<file path="src/rtl/rf_wb_sched_if.sv">
// Write-back scheduler bus: execute-unit write-back requests, regfile write
// ports, and the issue-stage scoreboard lookup.
//   master : execute units / issue stage (drive requests, issue and read addresses)
//   slave  : rf_wb_sched (drives grants, write ports and busy flags)
// Signals:
//   req_valid[3], req_addr[3*addr_w], req_data[3*data_w], req_ready[3]
//   wr1_addr/wr1_data, wr2_addr/wr2_data (address 0 = no write)
//   iss_valid, iss_addr, rs1_addr, rs2_addr, rs1_busy, rs2_busy
interface rf_wb_sched_if #(
    parameter int unsigned addr_w = 5,
    parameter int unsigned data_w = 32
) ();
    logic [2:0]          req_valid;
    logic [3*addr_w-1:0] req_addr;
    logic [3*data_w-1:0] req_data;
    logic [2:0]          req_ready;
    logic [addr_w-1:0]   wr1_addr;
    logic [data_w-1:0]   wr1_data;
    logic [addr_w-1:0]   wr2_addr;
    logic [data_w-1:0]   wr2_data;
    logic                iss_valid;
    logic [addr_w-1:0]   iss_addr;
    logic [addr_w-1:0]   rs1_addr;
    logic [addr_w-1:0]   rs2_addr;
    logic                rs1_busy;
    logic                rs2_busy;

    modport master (
        output req_valid, req_addr, req_data, iss_valid, iss_addr, rs1_addr, rs2_addr,
        input  req_ready, wr1_addr, wr1_data, wr2_addr, wr2_data, rs1_busy, rs2_busy
    );

    modport slave (
        input  req_valid, req_addr, req_data, iss_valid, iss_addr, rs1_addr, rs2_addr,
        output req_ready, wr1_addr, wr1_data, wr2_addr, wr2_data, rs1_busy, rs2_busy
    );
endinterface

</file>
<file path="src/rtl/rf_wb_sched.sv">
// Write-back scheduler: round-robin arbitration of three write-back requesters
// (0 = ALU, 1 = LSU, 2 = CSR/MUL) onto two registered regfile write ports, plus
// an optional pending-write scoreboard for RAW hazard detection.
// Ports:
//   clk  - sole clock, rising edge
//   rst  - synchronous, active-high reset
//   bus  - rf_wb_sched_if.slave (requests/grants, write ports, scoreboard lookup)
// Configuration:
//   RF_WB_SB_EN defined   - scoreboard built; rs1_busy/rs2_busy reflect pending writes
//   RF_WB_SB_EN undefined - no scoreboard; rs1_busy = rs2_busy = 0, issue inputs ignored
module rf_wb_sched #(
    parameter int unsigned addr_w = 5,
    parameter int unsigned data_w = 32
) (
    input  logic          clk,
    input  logic          rst,
    rf_wb_sched_if.slave  bus
);
    localparam int unsigned n_req = 3;

    // Priority walk position k (0..2) starting from pointer p, modulo 3.
    function automatic logic [1:0] rr_idx(input logic [1:0] p, input logic [1:0] k);
        logic [2:0] s;
        s = {1'b0, p} + {1'b0, k};
        return (s >= 3'd3) ? 2'(s - 3'd3) : 2'(s);
    endfunction

    logic [addr_w-1:0] a    [n_req];
    logic [data_w-1:0] d    [n_req];
    logic [n_req-1:0]  cand;
    logic [n_req-1:0]  null_c;

    logic [1:0]        ptr_q;
    logic [1:0]        ptr_d;
    logic [n_req-1:0]  gnt_c;
    logic              p1_hit;
    logic [1:0]        p1_idx;
    logic [addr_w-1:0] p1_addr;
    logic [data_w-1:0] p1_data;
    logic              p2_hit;
    logic [1:0]        p2_idx;
    logic [addr_w-1:0] p2_addr;
    logic [data_w-1:0] p2_data;

    logic [addr_w-1:0] wr1_addr_q;
    logic [data_w-1:0] wr1_data_q;
    logic [addr_w-1:0] wr2_addr_q;
    logic [data_w-1:0] wr2_data_q;

    // Unpack per-requester slices; address 0 is a null write needing no port.
    always_comb begin
        for (int i = 0; i < int'(n_req); i++) begin
            a[i]      = bus.req_addr[i*addr_w +: addr_w];
            d[i]      = bus.req_data[i*data_w +: data_w];
            cand[i]   = bus.req_valid[i] && (a[i] != '0);
            null_c[i] = bus.req_valid[i] && (a[i] == '0);
        end
    end

    // Round-robin port assignment; a same-address loser stalls while a later
    // candidate may still claim port 2.
    always_comb begin
        logic [1:0] idx;
        logic [1:0] last;
        gnt_c   = '0;
        p1_hit  = 1'b0;
        p1_idx  = '0;
        p1_addr = '0;
        p1_data = '0;
        p2_hit  = 1'b0;
        p2_idx  = '0;
        p2_addr = '0;
        p2_data = '0;
        idx     = '0;
        last    = '0;
        ptr_d   = ptr_q;
        for (int k = 0; k < int'(n_req); k++) begin
            idx = rr_idx(ptr_q, 2'(k));
            if (cand[idx]) begin
                if (!p1_hit) begin
                    p1_hit     = 1'b1;
                    p1_idx     = idx;
                    p1_addr    = a[idx];
                    p1_data    = d[idx];
                    gnt_c[idx] = 1'b1;
                end else if (!p2_hit && (a[idx] != p1_addr)) begin
                    p2_hit     = 1'b1;
                    p2_idx     = idx;
                    p2_addr    = a[idx];
                    p2_data    = d[idx];
                    gnt_c[idx] = 1'b1;
                end
            end
        end
        last = p2_hit ? p2_idx : p1_idx;
        if (p1_hit) begin
            ptr_d = rr_idx(last, 2'd1);
        end
    end

    // Pointer register.
    always_ff @(posedge clk) begin
        if (rst) begin
            ptr_q <= '0;
        end else begin
            ptr_q <= ptr_d;
        end
    end

    // Write stage; unused ports register address 0 / data 0.
    always_ff @(posedge clk) begin
        if (rst) begin
            wr1_addr_q <= '0;
            wr1_data_q <= '0;
            wr2_addr_q <= '0;
            wr2_data_q <= '0;
        end else begin
            wr1_addr_q <= p1_hit ? p1_addr : '0;
            wr1_data_q <= p1_hit ? p1_data : '0;
            wr2_addr_q <= p2_hit ? p2_addr : '0;
            wr2_data_q <= p2_hit ? p2_data : '0;
        end
    end

    assign bus.req_ready = gnt_c | null_c;
    assign bus.wr1_addr  = wr1_addr_q;
    assign bus.wr1_data  = wr1_data_q;
    assign bus.wr2_addr  = wr2_addr_q;
    assign bus.wr2_data  = wr2_data_q;

`ifdef RF_WB_SB_EN
    localparam int unsigned n_regs = 1 << addr_w;

    logic [n_regs-1:0] busy_q;
    logic [n_regs-1:0] busy_d;

    // Clears from this cycle's grants, then issue set so that set wins.
    always_comb begin
        busy_d = busy_q;
        if (p1_hit) begin
            busy_d[p1_addr] = 1'b0;
        end
        if (p2_hit) begin
            busy_d[p2_addr] = 1'b0;
        end
        if (bus.iss_valid && (bus.iss_addr != '0)) begin
            busy_d[bus.iss_addr] = 1'b1;
        end
        busy_d[0] = 1'b0;
    end

    // Scoreboard register.
    always_ff @(posedge clk) begin
        if (rst) begin
            busy_q <= '0;
        end else begin
            busy_q <= busy_d;
        end
    end

    assign bus.rs1_busy = busy_q[bus.rs1_addr];
    assign bus.rs2_busy = busy_q[bus.rs2_addr];
`else
    logic unused_sb_inputs;
    assign unused_sb_inputs = ^{bus.iss_valid, bus.iss_addr, bus.rs1_addr, bus.rs2_addr};

    assign bus.rs1_busy = 1'b0;
    assign bus.rs2_busy = 1'b0;
`endif

endmodule

</file>
<file path="src/flat_wrapper.sv">
// flat-port wrapper written by rule: the top's interface ports become plain ports
module rf_wb_sched_flat 
#(
    parameter int unsigned addr_w = 5,
    parameter int unsigned data_w = 32
)
  (clk, rst, bus_req_valid, bus_req_addr, bus_req_data, bus_iss_valid, bus_iss_addr, bus_rs1_addr, bus_rs2_addr, bus_req_ready, bus_wr1_addr, bus_wr1_data, bus_wr2_addr, bus_wr2_data, bus_rs1_busy, bus_rs2_busy);
  rf_wb_sched_if #(.addr_w(addr_w), .data_w(data_w)) bus_i ();
  input  logic clk;
  input  logic rst;
  input wire logic [$bits(bus_i.req_valid)-1:0] bus_req_valid;
  input wire logic [$bits(bus_i.req_addr)-1:0] bus_req_addr;
  input wire logic [$bits(bus_i.req_data)-1:0] bus_req_data;
  input wire logic [$bits(bus_i.iss_valid)-1:0] bus_iss_valid;
  input wire logic [$bits(bus_i.iss_addr)-1:0] bus_iss_addr;
  input wire logic [$bits(bus_i.rs1_addr)-1:0] bus_rs1_addr;
  input wire logic [$bits(bus_i.rs2_addr)-1:0] bus_rs2_addr;
  output wire logic [$bits(bus_i.req_ready)-1:0] bus_req_ready;
  output wire logic [$bits(bus_i.wr1_addr)-1:0] bus_wr1_addr;
  output wire logic [$bits(bus_i.wr1_data)-1:0] bus_wr1_data;
  output wire logic [$bits(bus_i.wr2_addr)-1:0] bus_wr2_addr;
  output wire logic [$bits(bus_i.wr2_data)-1:0] bus_wr2_data;
  output wire logic [$bits(bus_i.rs1_busy)-1:0] bus_rs1_busy;
  output wire logic [$bits(bus_i.rs2_busy)-1:0] bus_rs2_busy;
  assign bus_i.req_valid = bus_req_valid;
  assign bus_i.req_addr = bus_req_addr;
  assign bus_i.req_data = bus_req_data;
  assign bus_i.iss_valid = bus_iss_valid;
  assign bus_i.iss_addr = bus_iss_addr;
  assign bus_i.rs1_addr = bus_rs1_addr;
  assign bus_i.rs2_addr = bus_rs2_addr;
  assign bus_req_ready = bus_i.req_ready;
  assign bus_wr1_addr = bus_i.wr1_addr;
  assign bus_wr1_data = bus_i.wr1_data;
  assign bus_wr2_addr = bus_i.wr2_addr;
  assign bus_wr2_data = bus_i.wr2_data;
  assign bus_rs1_busy = bus_i.rs1_busy;
  assign bus_rs2_busy = bus_i.rs2_busy;
  rf_wb_sched #(.addr_w(addr_w), .data_w(data_w)) u_core (.clk(clk), .rst(rst), .bus(bus_i));
endmodule
</file>
<file path="config.mk">
export PLATFORM = sky130hd
export DESIGN_NAME = rf_wb_sched_flat
export DESIGN_NICKNAME = d
export VERILOG_FILES = /design/src/rtl/rf_wb_sched_if.sv /design/src/rtl/rf_wb_sched.sv /design/src/flat_wrapper.sv
export SDC_FILE = /design/constraint.sdc
export NUM_CORES = 1
export LEC_CHECK = 0
export ABC_AREA = 1
export BUFFER_PORTS_ARGS = -buffer_cell sky130_fd_sc_hd__buf_2
export CORE_ASPECT_RATIO = 0.7
export CORE_UTILIZATION = 40
export DETAILED_ROUTE_END_ITERATION = 10
export HOLD_SLACK_MARGIN = 0.05
export MAX_ROUTING_LAYER = met4
export PLACE_DENSITY = 0.65
export SETUP_SLACK_MARGIN = 0.05
export SKIP_LAST_GASP = 1
export SLEW_MARGIN = 20
export SYNTH_ARGS = -nofsm -noshare
export SYNTH_HDL_FRONTEND = slang
export SYNTH_SLANG_ARGS = --single-unit
</file>
<file path="constraint.sdc">
create_clock -name clk -period 3.7 [get_ports clk]
set_input_delay 0.555 -clock clk [delete_from_list [all_inputs] [get_ports clk]]
set_output_delay 0.555 -clock clk [all_outputs]
set_load 0.01 [all_outputs]
</file>
==> impl_results.md, run 1 <==
* Vias at 7798
* Internal at about 3300 µW
* Logic pwr share at about 72%
* Maximum clock insertion buffer count at 2
* Synth Warn # at 0
* H-tree levels at 3
* Final worst-path cycle share at 92.02%
* CP endpoint kind: output pin
* Initial antenna violation count at 2
* Fillers at 1590
* Syn_area_per_cell at roughly 6 µm²
* Worst-path clk slew at 0.06 ns
* Via/cell ratio at 5.614
* Post-synthesis register bit count at 76
* Fin. max-slew vios at 0
* Final Cell Area at about 7600 µm²
* GP Congestion at approximately 0.85
* Grt total ovfl at 0
* Worst-Margin Slew at 0.6838 ns
* Register area share after synthesis at 24.39%
* Worst setup SP type: register
* Met1 GRT Util at between 40% and 50%
* Max cap viols at 0
* Skew-Pair Late Insertion Delay at 0.34 ns
* Global-route wire length before repair at about 37000 µm
* Status: complete, no violations
* Nets at 1324
* Final hold vios at 0
* WS Path Type: register to output pin
* Initial core utilization at 41.72%
* Routed WL per cell at 16.84 µm
* Clock buffer count from CTS at 9
* Mapped Cells at 1033
* Area after DPL at 7252 µm²
* Final critical-path required period at 3.405 ns
* Die Span X at 151.3 µm
* Drt total wl at ~23000 µm
* Port bufs at 192
* CP max FO at 11
* LEAKAGE at ~0.0039 µW
* Largest net degree at the start of global routing at 57
* P&R area growth vs syn at 22.44%
* Drt first pass iters at 5
* Vias in the first global route at 7089
* RSZ-0062 raised after global routing: no
* Sw Pwr at 3957 µW
* Sw Ratio at 54.59%
* Met2 GRT Util at 44.19%
* Final setup viols at 0
* Gr usage total at 29.89%
* Proportion of power drawn by the clock network at 12.1%
* Post-DRT Antenna Nets at 0
* TritonCTS clock tree: done
* Setup WS pre-CTS at 0.1918 ns
* WP data arrival at 2.85 ns
* Chip Height at approximately 110 µm
* Drt first-iter violations at 700
* Seq pwr share at roughly 16%
* Relative slew margins at 54.13%
* Skew final at between 0.008 and 0.009 ns
* P per Cell Area at 948.9 nW/µm²
* Hold slack at 0.4851 ns
* Hold WC Path Type: primary input to register
* Post-synth EDFFs at 0
* Clk root buf: clkbuf_16
* DP HPWL at between 15000 and 20000 µm
* Hold buffers post-CTS at 0
* Netlist Area Pre-Place at slightly above 6000 µm²
* I/O pin count at 211
* Post-route DRC at 0
* Peak Freq at between 0.2 and 0.3 GHz
* Clk sink count at 76
* Ys async rst share at 0%
* Row count at 37
* GR peak layer: met2
* Yosys cell types at 35
* Final worst slack at 0.2951 ns
* Floorplan Core Area at 14950 µm²
* Die area at 16110 µm²
* Setup TNS at 0 ns
* GRT met3 Usage at 4.506%
* Top FF cell, synth: dfxtp_1
* Share of layout cells above drive strength 1 at a little under a quarter
* VDD IR-drop max at 0.4118 mV
* Worst Path Required at between 3 and 4 ns
## power groups by stage
stage          Sequential (µW)  Combinational [µW]  Clock (µW)
3_3_place_gp              1190                4950           0
2_1_floorplan             1320                3480           0
6_report                  1180                5200         873
5_1_grt                   1200                5770         932
3_5_place_dp              1190                4970           0
4_1_cts                   1170                4990         889
## cell usage in the layout, fill, tap and decap left out, drive strengths merged
| cell | instances |
|---|---|
| buf | 224 |
| nand2 | 159 |
| o21ai | 157 |
| inv | 157 |
| nor2 | 101 |
| a21oi | 87 |
| dfxtp | 76 |
| nand4 | 45 |
| nand3 | 44 |
| o22ai | 28 |
| a31oi | 27 |
| o211ai | 20 |
| a32oi | 15 |
| clkbuf | 11 |
| a221oi | 8 |
| or2 | 7 |
| o21a | 6 |
| clkinv | 6 |
| ha | 5 |
| a211oi | 4 |
| diode | 2 |
| conb | 2 |
| o221ai | 1 |
| bufinv | 1 |
| clkinvlp | 1 |
## per-layer routing
layer	routed length, µm	up-vias
met5	0	-
met4	490	0
met3	2592	44
met2	9985	466
met1	10330	3483
li1	-	3805
## cell usage after synthesis, types with 6 or more instances
cell type / number / area, µm²
buf_4: 6 / 45.04
a21oi_1: 87 / 435.4
nand2_1: 154 / 578.1
buf_6: 10 / 112.6
inv_1: 148 / 555.5
a221oi_1: 8 / 70.07
clkbuf_1: 41 / 153.9
nand4_1: 44 / 275.3
a31oi_1: 27 / 168.9
dfxtp_1: 76 / 1521
nor2_2: 10 / 62.56
buf_1: 13 / 48.80
o21ai_0: 152 / 760.7
nor2_1: 90 / 337.8
o21a_1: 6 / 45.04
o22ai_1: 28 / 175.2
or2_1: 7 / 43.79
a32oi_1: 15 / 131.4
buf_2: 13 / 65.06
inv_2: 9 / 33.78
o211ai_1: 20 / 150.1
nand3_1: 38 / 190.2
## per-stage QoR
stage | util [%] | cells | power (µW)
finish | 51.08 | 1389 | 7248
CTS | 50.42 | 1382 | 7054
global placement | 48.50 | 1366 | 6137
global route | 51.08 | 1389 | 7902
detailed placement | 48.50 | 1366 | 6154
floorplan | - | 1034 | 4808
## final timing paths
path	startpoint	to	slack (ns)	cells after the start
max reg2reg	u_core.ptr_q[0]	u_core.bus.wr2_data[22]	0.40	13
min reg2reg	u_core.ptr_q[1]	u_core.ptr_q[1]	0.60	2
max	u_core.ptr_q[0]	bus_req_ready[2]	0.30	17
min	bus_req_data[95]	u_core.bus.wr1_data[31]	0.49	3
## final cells by class
type / count / area (µm²) / area share, %
sequential: 76 / 1523 / 19.93
inverter: 160 / 615.6 / 8.059
clock buffer: 11 / 232.7 / 3.047
timing repair buffer: 224 / 1214 / 15.89
tap: 195 / 244.0 / 3.194
clock inverter: 5 / 52.55 / 0.6880
antenna: 2 / 5.005 / 0.06552
multi-input combinational: 716 / 3752 / 49.12
## registers in the layout, summed over array words and instances (netlist names)
signal and count:
u_core.bus.wr1_data 32, u_core.bus.wr2_data 32, u_core.bus.wr2_addr 5, u_core.ptr_q 2
u_core.bus.wr1_addr 5
## timing repair
item | 4_1_cts | 5_1_grt
cloned | 0 | 1
endpoints found under the hold margin | 0 | 0
setup endpoints to repair | 1 | 42
resized for setup | 1 | 14
buffers inserted | 0 | 4
pin swaps | 0 | 2
## logic make-up (layout without fill, tap and decap cells)
group / count (synthesis) / in the layout / synth area share, %
fa+ha+maj: 5 / 5 / 1.003
buf+inv: 243 / 400 / 16.49
flops: 76 / 76 / 24.39
other cells: 1 / 4 / 0.06011
simple gates: 355 / 356 / 25.99
compound gates: 353 / 353 / 32.07
## critical path, stage by stage, from the launching register on
cell      delay [ns]
dfxtp_2         0.38
inv_1           0.08
ha_2            0.29
inv_2           0.19
buf_4           0.23
nor2_1          0.06
inv_2           0.17
o21a_1          0.17
inv_1           0.06
nand3_1         0.08
nand2_1         0.06
nor2_1          0.12
nand3_2         0.11
nand2_1         0.09
nand2_1         0.09
nand2_1         0.08
o211ai_1        0.09
buf_2           0.15
(Power assumes the default switching activity.)
==> inputs of run 2 (changes only) <==
--- a/config.mk
+++ b/config.mk
@@ -12,7 +12,7 @@
 export DETAILED_ROUTE_END_ITERATION = 10
 export HOLD_SLACK_MARGIN = 0.05
 export MAX_ROUTING_LAYER = met4
-export PLACE_DENSITY = 0.65
+export PLACE_DENSITY = 0.77
 export SETUP_SLACK_MARGIN = 0.05
 export SKIP_LAST_GASP = 1
 export SLEW_MARGIN = 20
==> run 2 against run 1 <==
First-iteration DRC count grew 18%. Register-to-register slack lost 0.06 ns. Wire length grew 1.0%. Critical path type unchanged. Worst hold slack gained 0.0042 ns. Core utilization grew 0.22 points. Final cell count grew 0.14%. Sequential share of layout area shrank 0.068 points. Sequential power is essentially flat. Largest power group unchanged. Via count grew 2.6%. Cell area grew 0.43%. Critical path depth shrank 1.
==> impl_results.md, run 2 (synthesized netlist as in run 1, its figures left out) <==
* Seq pwr share at 15.9% (-0.4 points)
* Proportion of power drawn by the clock network at 13.1% (+1.0 points)
* Most Frequent Cell on Critical Path: nand2_1
* Worst-path clk slew at 0.06 ns (about the same)
* Final Cell Area at 7671 µm² (+0.43%)
* P per Cell Area at 960.4 nW/µm² (+1.2%)
* CP endpoint kind: output pin
* Relative slew margins at 54.58% (+0.44 points)
* Die area at 16110 µm² (unchanged)
* Skew final at 0.009902 ns (+0.0009076 ns)
* Slowest cell on the critical path: dfxtp_2
* Floorplan Core Area at 14950 µm² (unchanged)
* Row count at 37 (unchanged)
* Initial core utilization at 41.72% (unchanged)
* Post-DRT Antenna Nets at 0 (unchanged)
* Port bufs at 192 (unchanged)
* Logic pwr share at 70.9% (-0.8 points)
* Final worst-path cycle share at 94.06% (+2.0 points)
* Final critical-path required period at 3.480 ns (+0.07522 ns)
* Largest net degree at the start of global routing at 68 (+19%)
* Grt total ovfl at 0 (unchanged)
* Max cap viols at 0 (unchanged)
* Sw Ratio at 54.19% (-0.40 points)
* DP HPWL at 16200 µm (+3.6%)
* Maximum clock insertion buffer count at 2 (unchanged)
* Crit-path cells: inv_1 -> ha_4 -> inv_2 -> nor2_1 -> inv_1 -> buf_4 -> o21a_1 -> inv_1 -> nand2_1 -> nand2_1 -> nand3_2 -> nand2_1 -> nand2_1 -> nand2_1 -> o211ai_1 -> buf_2
* Final hold vios at 0 (unchanged)
* Clock buffer count from CTS at 9 (unchanged)
* Hold WC Path Type: primary input to register
* Peak Freq at 0.2873 GHz (-2.2%)
* H-tree levels at 3 (unchanged)
* Drt first-iter violations at 828 (+18%)
* Initial antenna violation count at 1 (-1)
* LEAKAGE at 0.003898 µW (+0.21%)
* TritonCTS clock tree: done
* Skew-Pair Late Insertion Delay at 0.34 ns (about the same)
* Most common cell after layout, fill and taps aside: buf_2
* Post-route DRC at 0 (unchanged)
* Vias in the first global route at 7360 (+3.8%)
* Worst-Margin Slew at 0.6814 ns (-0.002394 ns)
* Vias at 8003 (+2.6%)
* WS Path Type: register to output pin
* Crit path buffers/inverters at 6 (unchanged)
* Gr usage total at 29.86% (-0.033 points)
* Via/cell ratio at 5.753 (+2.5%)
* Share of layout cells above drive strength 1 at 23.62% (+0.13 points)
* Worst setup SP type: register
* Setup TNS at 0 ns (unchanged)
* I/O pin count at 211 (unchanged)
* RSZ-0062 raised after global routing: no
* P&R area growth vs syn at 22.96%
* Routed WL per cell at 16.99 µm (+0.89%)
* GP Congestion at 0.8944 (+5.1%)
* Commonest non-fill, non-tap cells in the layout: 192 x buf_2, 154 x nand2_1, 152 x o21ai_0
* Slowest cell delay on critical path at 0.38 ns (about the same)
* Drt first pass iters at 7 (+2)
* Clk sink count at 76 (unchanged)
* Hold buffers post-CTS at 0 (unchanged)
* Die Span X at 151.3 µm (unchanged)
* CP top delay family: buffers and inverters
* Worst reg2reg setup slack at 0.34 ns (-0.06 ns)
* Internal at 3375 µW (+2.5%)
* Worst Path Required at 3.14 ns (about the same)
* Drt total wl at 23640 µm (+1.0%)
* Global-route wire length before repair at 36870 µm (+0.83%)
* VDD IR-drop max at 0.4613 mV (+12%)
* Nets at 1326 (+0.15%)
* Area after DPL at 7254 µm² (about the same)
* Sw Pwr at 3992 µW (+0.90%)
* Clk root buf: clkbuf_16
* Fin. max-slew vios at 0 (unchanged)
* CP max FO at 19 (+8)
* WP data arrival at 2.93 ns (+0.08 ns)
* Final setup viols at 0 (unchanged)
* Chip Height at 106.5 µm (unchanged)
* Status: complete, no violations
* Pwr Total at 7367 µW (+1.6%)
[run 2: cell types whose count changed in the layout (fill, tap and decap cells not counted), moves of 2 or more]
cell      before  now
clkbuf_1       2    0
buf_4         31   33
inv_6          0    2
clkinv_2       3    1
[run 2: final timing paths]
path                                       start                       to  depth (start not counted)
worst max register to register   u_core.ptr_q[0]   u_core.bus.wr2_data[2]                         16
worst min-delay path            bus_req_data[95]  u_core.bus.wr1_data[31]                          3
worst min register to register   u_core.ptr_q[0]          u_core.ptr_q[0]                          2
worst max-delay path             u_core.ptr_q[0]         bus_req_ready[2]                         16
[run 2: final cells by class]
class | instances | area (µm²)
fillers | 1527 | 7282
multi-input cells | 716 | 3749
flip-flops and latches | 76 | 1524
repair buffers | 226 | 1224
inverters | 160 | 603.1
well taps | 195 | 244.0
clock buffers | 9 | 225.2
clock inverters | 7 | 97.59
diodes | 2 | 5.005
[run 2: what timing repair did]
| item | CTS | global route |
|---|---|---|
| setup buffers | 0 | 4 |
| resized for setup | 0 | 10 |
| setup endpoints to repair | 0 | 42 |
[run 2: power by group through the flow]
stage / clock, µW / sequential, µW / combinational [µW]
after global routing: 1020 / 1210 / 5750
after floorplan: 0 / 1320 / 3480
final: 967 / 1170 / 5230
after CTS: 984 / 1170 / 4980
after global placement: 0 / 1180 / 4890
after detailed placement: 0 / 1180 / 4960
[run 2: worst register-to-register path, stage by stage (launching register included)]
cell	delay (ns)
dfxtp_2	0.38
inv_1	0.10
ha_4	0.30
inv_2	0.18
nor2_1	0.06
inv_1	0.23
buf_4	0.32
o21a_1	0.21
inv_1	0.07
nand2_1	0.07
nand2_1	0.06
nand3_2	0.10
buf_4	0.24
nand2_1	0.12
nand2_2	0.10
nand3_4	0.42
nor2_1	0.34
[run 2: through the flow]
stage          worst slack (ns)  cells  hold WS, ns  utilization (%)
3_3_place_gp             0.3385   1368       0.5728            48.51
3_5_place_dp             0.2910   1368       0.5801            48.51
2_1_floorplan            0.9165   1034       0.5453                -
6_report                 0.2199   1391       0.4893            51.30
4_1_cts                 0.07639   1384       0.4770            50.67
5_1_grt                 0.04480   1390       0.5047            51.28
[run 2: metal layers]
layer / vias to the layer above / share of wire (%) / wire length (µm) / track usage [%]
li1: 3807 / - / - / -
met1: 3586 / 41 / 9672 / 39.45
met2: 562 / 44 / 10340 / 45.27
met3: 48 / 13 / 3187 / 6.524
met4: 0 / 1.8 / 432 / 8.714
met5: - / 0 / 0 / -
==> inputs of run 3 (changes only) <==
--- a/config.mk
+++ b/config.mk
@@ -5,13 +5,11 @@
 export SDC_FILE = /design/constraint.sdc
 export NUM_CORES = 1
 export LEC_CHECK = 0
-export ABC_AREA = 1
 export BUFFER_PORTS_ARGS = -buffer_cell sky130_fd_sc_hd__buf_2
 export CORE_ASPECT_RATIO = 0.7
 export CORE_UTILIZATION = 40
 export DETAILED_ROUTE_END_ITERATION = 10
 export HOLD_SLACK_MARGIN = 0.05
-export MAX_ROUTING_LAYER = met4
 export PLACE_DENSITY = 0.77
 export SETUP_SLACK_MARGIN = 0.05
 export SKIP_LAST_GASP = 1
==> run 3 against run 2 <==
The run now ends with negative setup slack left. First-iteration DRC count grew 13%. Maximum frequency is 10% lower. Sequential cell count unchanged. Non-clock buffer count rose by 102. Worst setup slack worse by 0.39 ns. Sequential power is essentially flat. Core utilization rose by 8.5 points. Cell area is 11% higher. Via count decreased by 0.67%. Final cell count decreased by 5.8%. Largest cell class unchanged.
==> impl_results.md, run 3 <==
* Status: finished with violations
* Failing checks: negative setup slack
* Largest family of logic cells by synthesized area: compound AO/OA/AOI/OAI gates
* Max cap viols at 0 (unchanged)
* Netlist Area Pre-Place at 5967 µm² (-4.4%)
* WP data arrival at 3.32 ns (+0.39 ns)
* Port bufs at 192 (unchanged)
* Hold EP: u_core.ptr_q[0]
* P&R area growth vs syn at 42.76%
* Chip Height at 104.2 µm (-2.2%)
* CP endpoint kind: output pin
* Fillers at 1280 (-16%)
* Die area at 15420 µm² (-4.3%)
* CP max FO at 4 (-15)
* Floorplan Core Area at 14230 µm² (-4.8%)
* Hold Startpoint: rst
* Share of layout cells above drive strength 1 at 37.05% (+13 points)
* Nets at 1252 (-5.6%)
* Post-synthesis register bit count at 76 (unchanged)
* Most frequent cell after synthesis: a21oi_1
* Syn_area_per_cell at 6.955 µm² (+15%)
* Yosys cell types at 58 (+66%)
* Largest net degree at the start of global routing at 66 (-2.9%)
* Drt first pass iters at 8 (+1)
* Via/cell ratio at 6.063 (+5.4%)
* Worst Path Required at 3.14 ns (about the same)
* Clk sink count at 76 (unchanged)
* Hold buffers post-CTS at 0 (unchanged)
* Final worst slack at -0.1746 ns (-0.3945 ns)
* Yosys top cell by area: dfxtp_1
* Maximum clock insertion buffer count at 2 (unchanged)
* Post-DRT Antenna Nets at 0 (unchanged)
* Proportion of power drawn by the clock network at 13.4% (+0.3 points)
* Synth top cells by count: 159 x a21oi_1, 146 x nand2_1, 76 x dfxtp_1
* Grt total ovfl at 0 (unchanged)
* Final worst-path cycle share at 104.7% (+11 points)
* Post-route DRC at 0 (unchanged)
* Sw Pwr at 3320 µW (-17%)
* Skew-Pair Late Insertion Delay at 0.34 ns (about the same)
* FF-to-FF End: u_core.ptr_q[0]
* Commonest non-fill, non-tap cells in the layout: 191 x buf_2, 156 x a21oi_1, 145 x nand2_1
* Synth Warn # at 0 (unchanged)
* Die Span X at 148.0 µm (-2.2%)
* Skew final at 0.006051 ns (-0.003851 ns)
* Hold depth at 2 (-1)
* Initial antenna violation count at 1 (unchanged)
* Placed cell count at 1266 (-7.5%)
* H-tree levels at 3 (unchanged)
* Core Util, Final at 59.85% (+8.5 points)
* XOR/XNOR share of the synthesized area at 0.5871% (+0.59 points)
* Mapped Cells at 858 (-17%)
* Gr usage total at 31.22% (+1.4 points)
* Final hold vios at 0 (unchanged)
* Seq pwr share at 17.3% (+1.4 points)
* Peak Freq at 0.2581 GHz (-10%)
* VDD IR-drop max at 0.4582 mV (-0.66%)
* Worst setup SP type: primary input
* Initial core utilization at 41.92% (+0.20 points)
* Sw Ratio at 48.02% (-6.2 points)
* Final critical-path required period at 3.875 ns (+0.3945 ns)
* Internal at 3593 µW (+6.5%)
* Fin. max-slew vios at 0 (unchanged)
* Routed WL per cell at 18.97 µm (+12%)
* Most common cell after layout, fill and taps aside: buf_2
* Clk root buf: clkbuf_16
* RSZ-0062 raised after global routing: yes
* Drt total wl at 24870 µm (+5.2%)
* Clock buffer count from CTS at 9 (unchanged)
* Synth top area share at 25.50% (+1.1 points)
* Worst Reg-to-Reg Cells at 16 (unchanged)
* Compound-gate portion of the synthesized area at 36.59% (+4.5 points)
* Vias in the first global route at 7339 (-0.29%)
* Vias at 7949 (-0.67%)
* Worst-path clk slew at 0.06 ns (about the same)
* Final non-filler cell total at 1311 (-5.8%)
* P per Cell Area at 811.6 nW/µm² (-15%)
* DP HPWL at 17310 µm (+6.9%)
* I/O pin count at 211 (unchanged)
* Synth top area cells: dfxtp_1 25%, a21oi_1 13%, nand2_1 9.2%
* Worst reg2reg setup slack at 0.04 ns (-0.30 ns)
* Final setup viols at 3 (+3)
* WS Path Type: primary input to output pin
* LEAKAGE at 0.003569 µW (-8.4%)
* GP Congestion at 0.9631 (+7.7%)
* Register area share after synthesis at 25.50% (+1.1 points)
* Global-route wire length before repair at 38180 µm (+3.6%)
* Ys async rst share at 0% (unchanged)
* Relative slew margins at 37.80% (-17 points)
* Top FF cell, synth: dfxtp_1
* Row count at 36 (-2.7%)
* Logic pwr share at 69.3% (-1.6 points)
* Mux cell area share after synthesis at 8.639% (+8.6 points)
* Drt first-iter violations at 938 (+13%)
* Synth Area in Simple Gates at 21.16% (-4.8 points)
* Reg-to-Reg Start: u_core.ptr_q[0]
* TritonCTS clock tree: done
* Worst-Margin Slew at 0.9331 ns (+0.2517 ns)
* Fraction of the mapped netlist area in adder cells at 1.048% (+0.046 points)
* Post-synth EDFFs at 0 (unchanged)
* Hold WC Path Type: primary input to register
-- run 3: power by group through the flow --
stage	logic [µW]	clock network [µW]	registers [µW]
after floorplan	2540	0	1340
after global placement	4220	0	1190
after detailed placement	4250	0	1200
after CTS	4440	946	1190
after global routing	5140	980	1220
final	4790	929	1190
-- run 3: area by class of cell --
| class | count | area [µm²] | share of cell area, % |
|---|---|---|---|
| inverter | 7 | 28.78 | 0.3378 |
| clock buffer | 10 | 239.0 | 2.806 |
| sequential | 76 | 1529 | 17.95 |
| timing repair buffer | 328 | 2078 | 24.40 |
| multi-input combinational | 693 | 4332 | 50.85 |
| tap | 190 | 237.7 | 2.791 |
| antenna | 1 | 2.502 | 0.02938 |
| clock inverter | 6 | 71.32 | 0.8373 |
-- run 3: logic make-up (layout without fill, tap and decap cells) --
kind of cell | count (synthesis) | in the layout
compound gates | 350 | 350
flops | 76 | 76
buf+inv | 90 | 351
xor+xnor | 4 | 4
simple gates | 283 | 283
other cells | 1 | 3
mux | 49 | 49
fa+ha+maj | 5 | 5
-- run 3: worst max path at each step --
| stage | start | endpoint | slack (ns) |
|---|---|---|---|
| detailed placement | bus_req_addr[1] | u_core.ptr_q[0] | -0.43 |
| finish | bus_req_addr[4] | bus_req_ready[0] | -0.17 |
| global placement | bus_req_addr[1] | bus_req_ready[0] | -0.36 |
| floorplan | u_core.ptr_q[0] | u_core.ptr_q[0] | 0.11 |
| global route | u_core.ptr_q[0] | bus_req_ready[1] | -0.28 |
| CTS | u_core.ptr_q[0] | bus_req_ready[1] | -0.21 |
-- run 3: stage by stage --
step | setup slack, ns | hold WS [ns] | total power [µW] | cell area (µm²) | TNS [ns]
floorplan | 0.1127 | 0.5175 | 3882 | 5971 | 0
global placement | -0.3568 | 0.5370 | 5411 | 7702 | -4.746
detailed placement | -0.4297 | 0.5752 | 5453 | 7702 | -4.301
CTS | -0.2055 | 0.4495 | 6577 | 8222 | -0.6130
global route | -0.2753 | 0.4521 | 7336 | 8518 | -0.9015
finish | -0.1746 | 0.4522 | 6913 | 8518 | -0.4845
-- run 3: metal layers --
| metal | up-vias | share of wire (%) | global-route usage (%) |
|---|---|---|---|
| met5 | - | 0 | 0 |
| met4 | 0 | 2.1 | 11.93 |
| met3 | 49 | 14 | 7.807 |
| met2 | 609 | 44 | 46.91 |
| met1 | 3620 | 40 | 42.53 |
| li1 | 3671 | - | - |
-- run 3: timing repair --
action / 4_1_cts / 5_1_grt
setup buffers: 15 / 16
endpoints found under the setup margin: 5 / 13
pin swaps: 16 / 32
resized for setup: 26 / 39
-- run 3: worst max-delay path, cell delays in order --
cell	delay, ns
buf_6	0.10
buf_6	0.11
or4_4	0.56
o211ai_4	0.24
a31oi_4	0.12
a311oi_2	0.33
xnor2_1	0.13
a2111o_2	0.47
o21a_1	0.22
a221o_1	0.33
buf_2	0.15
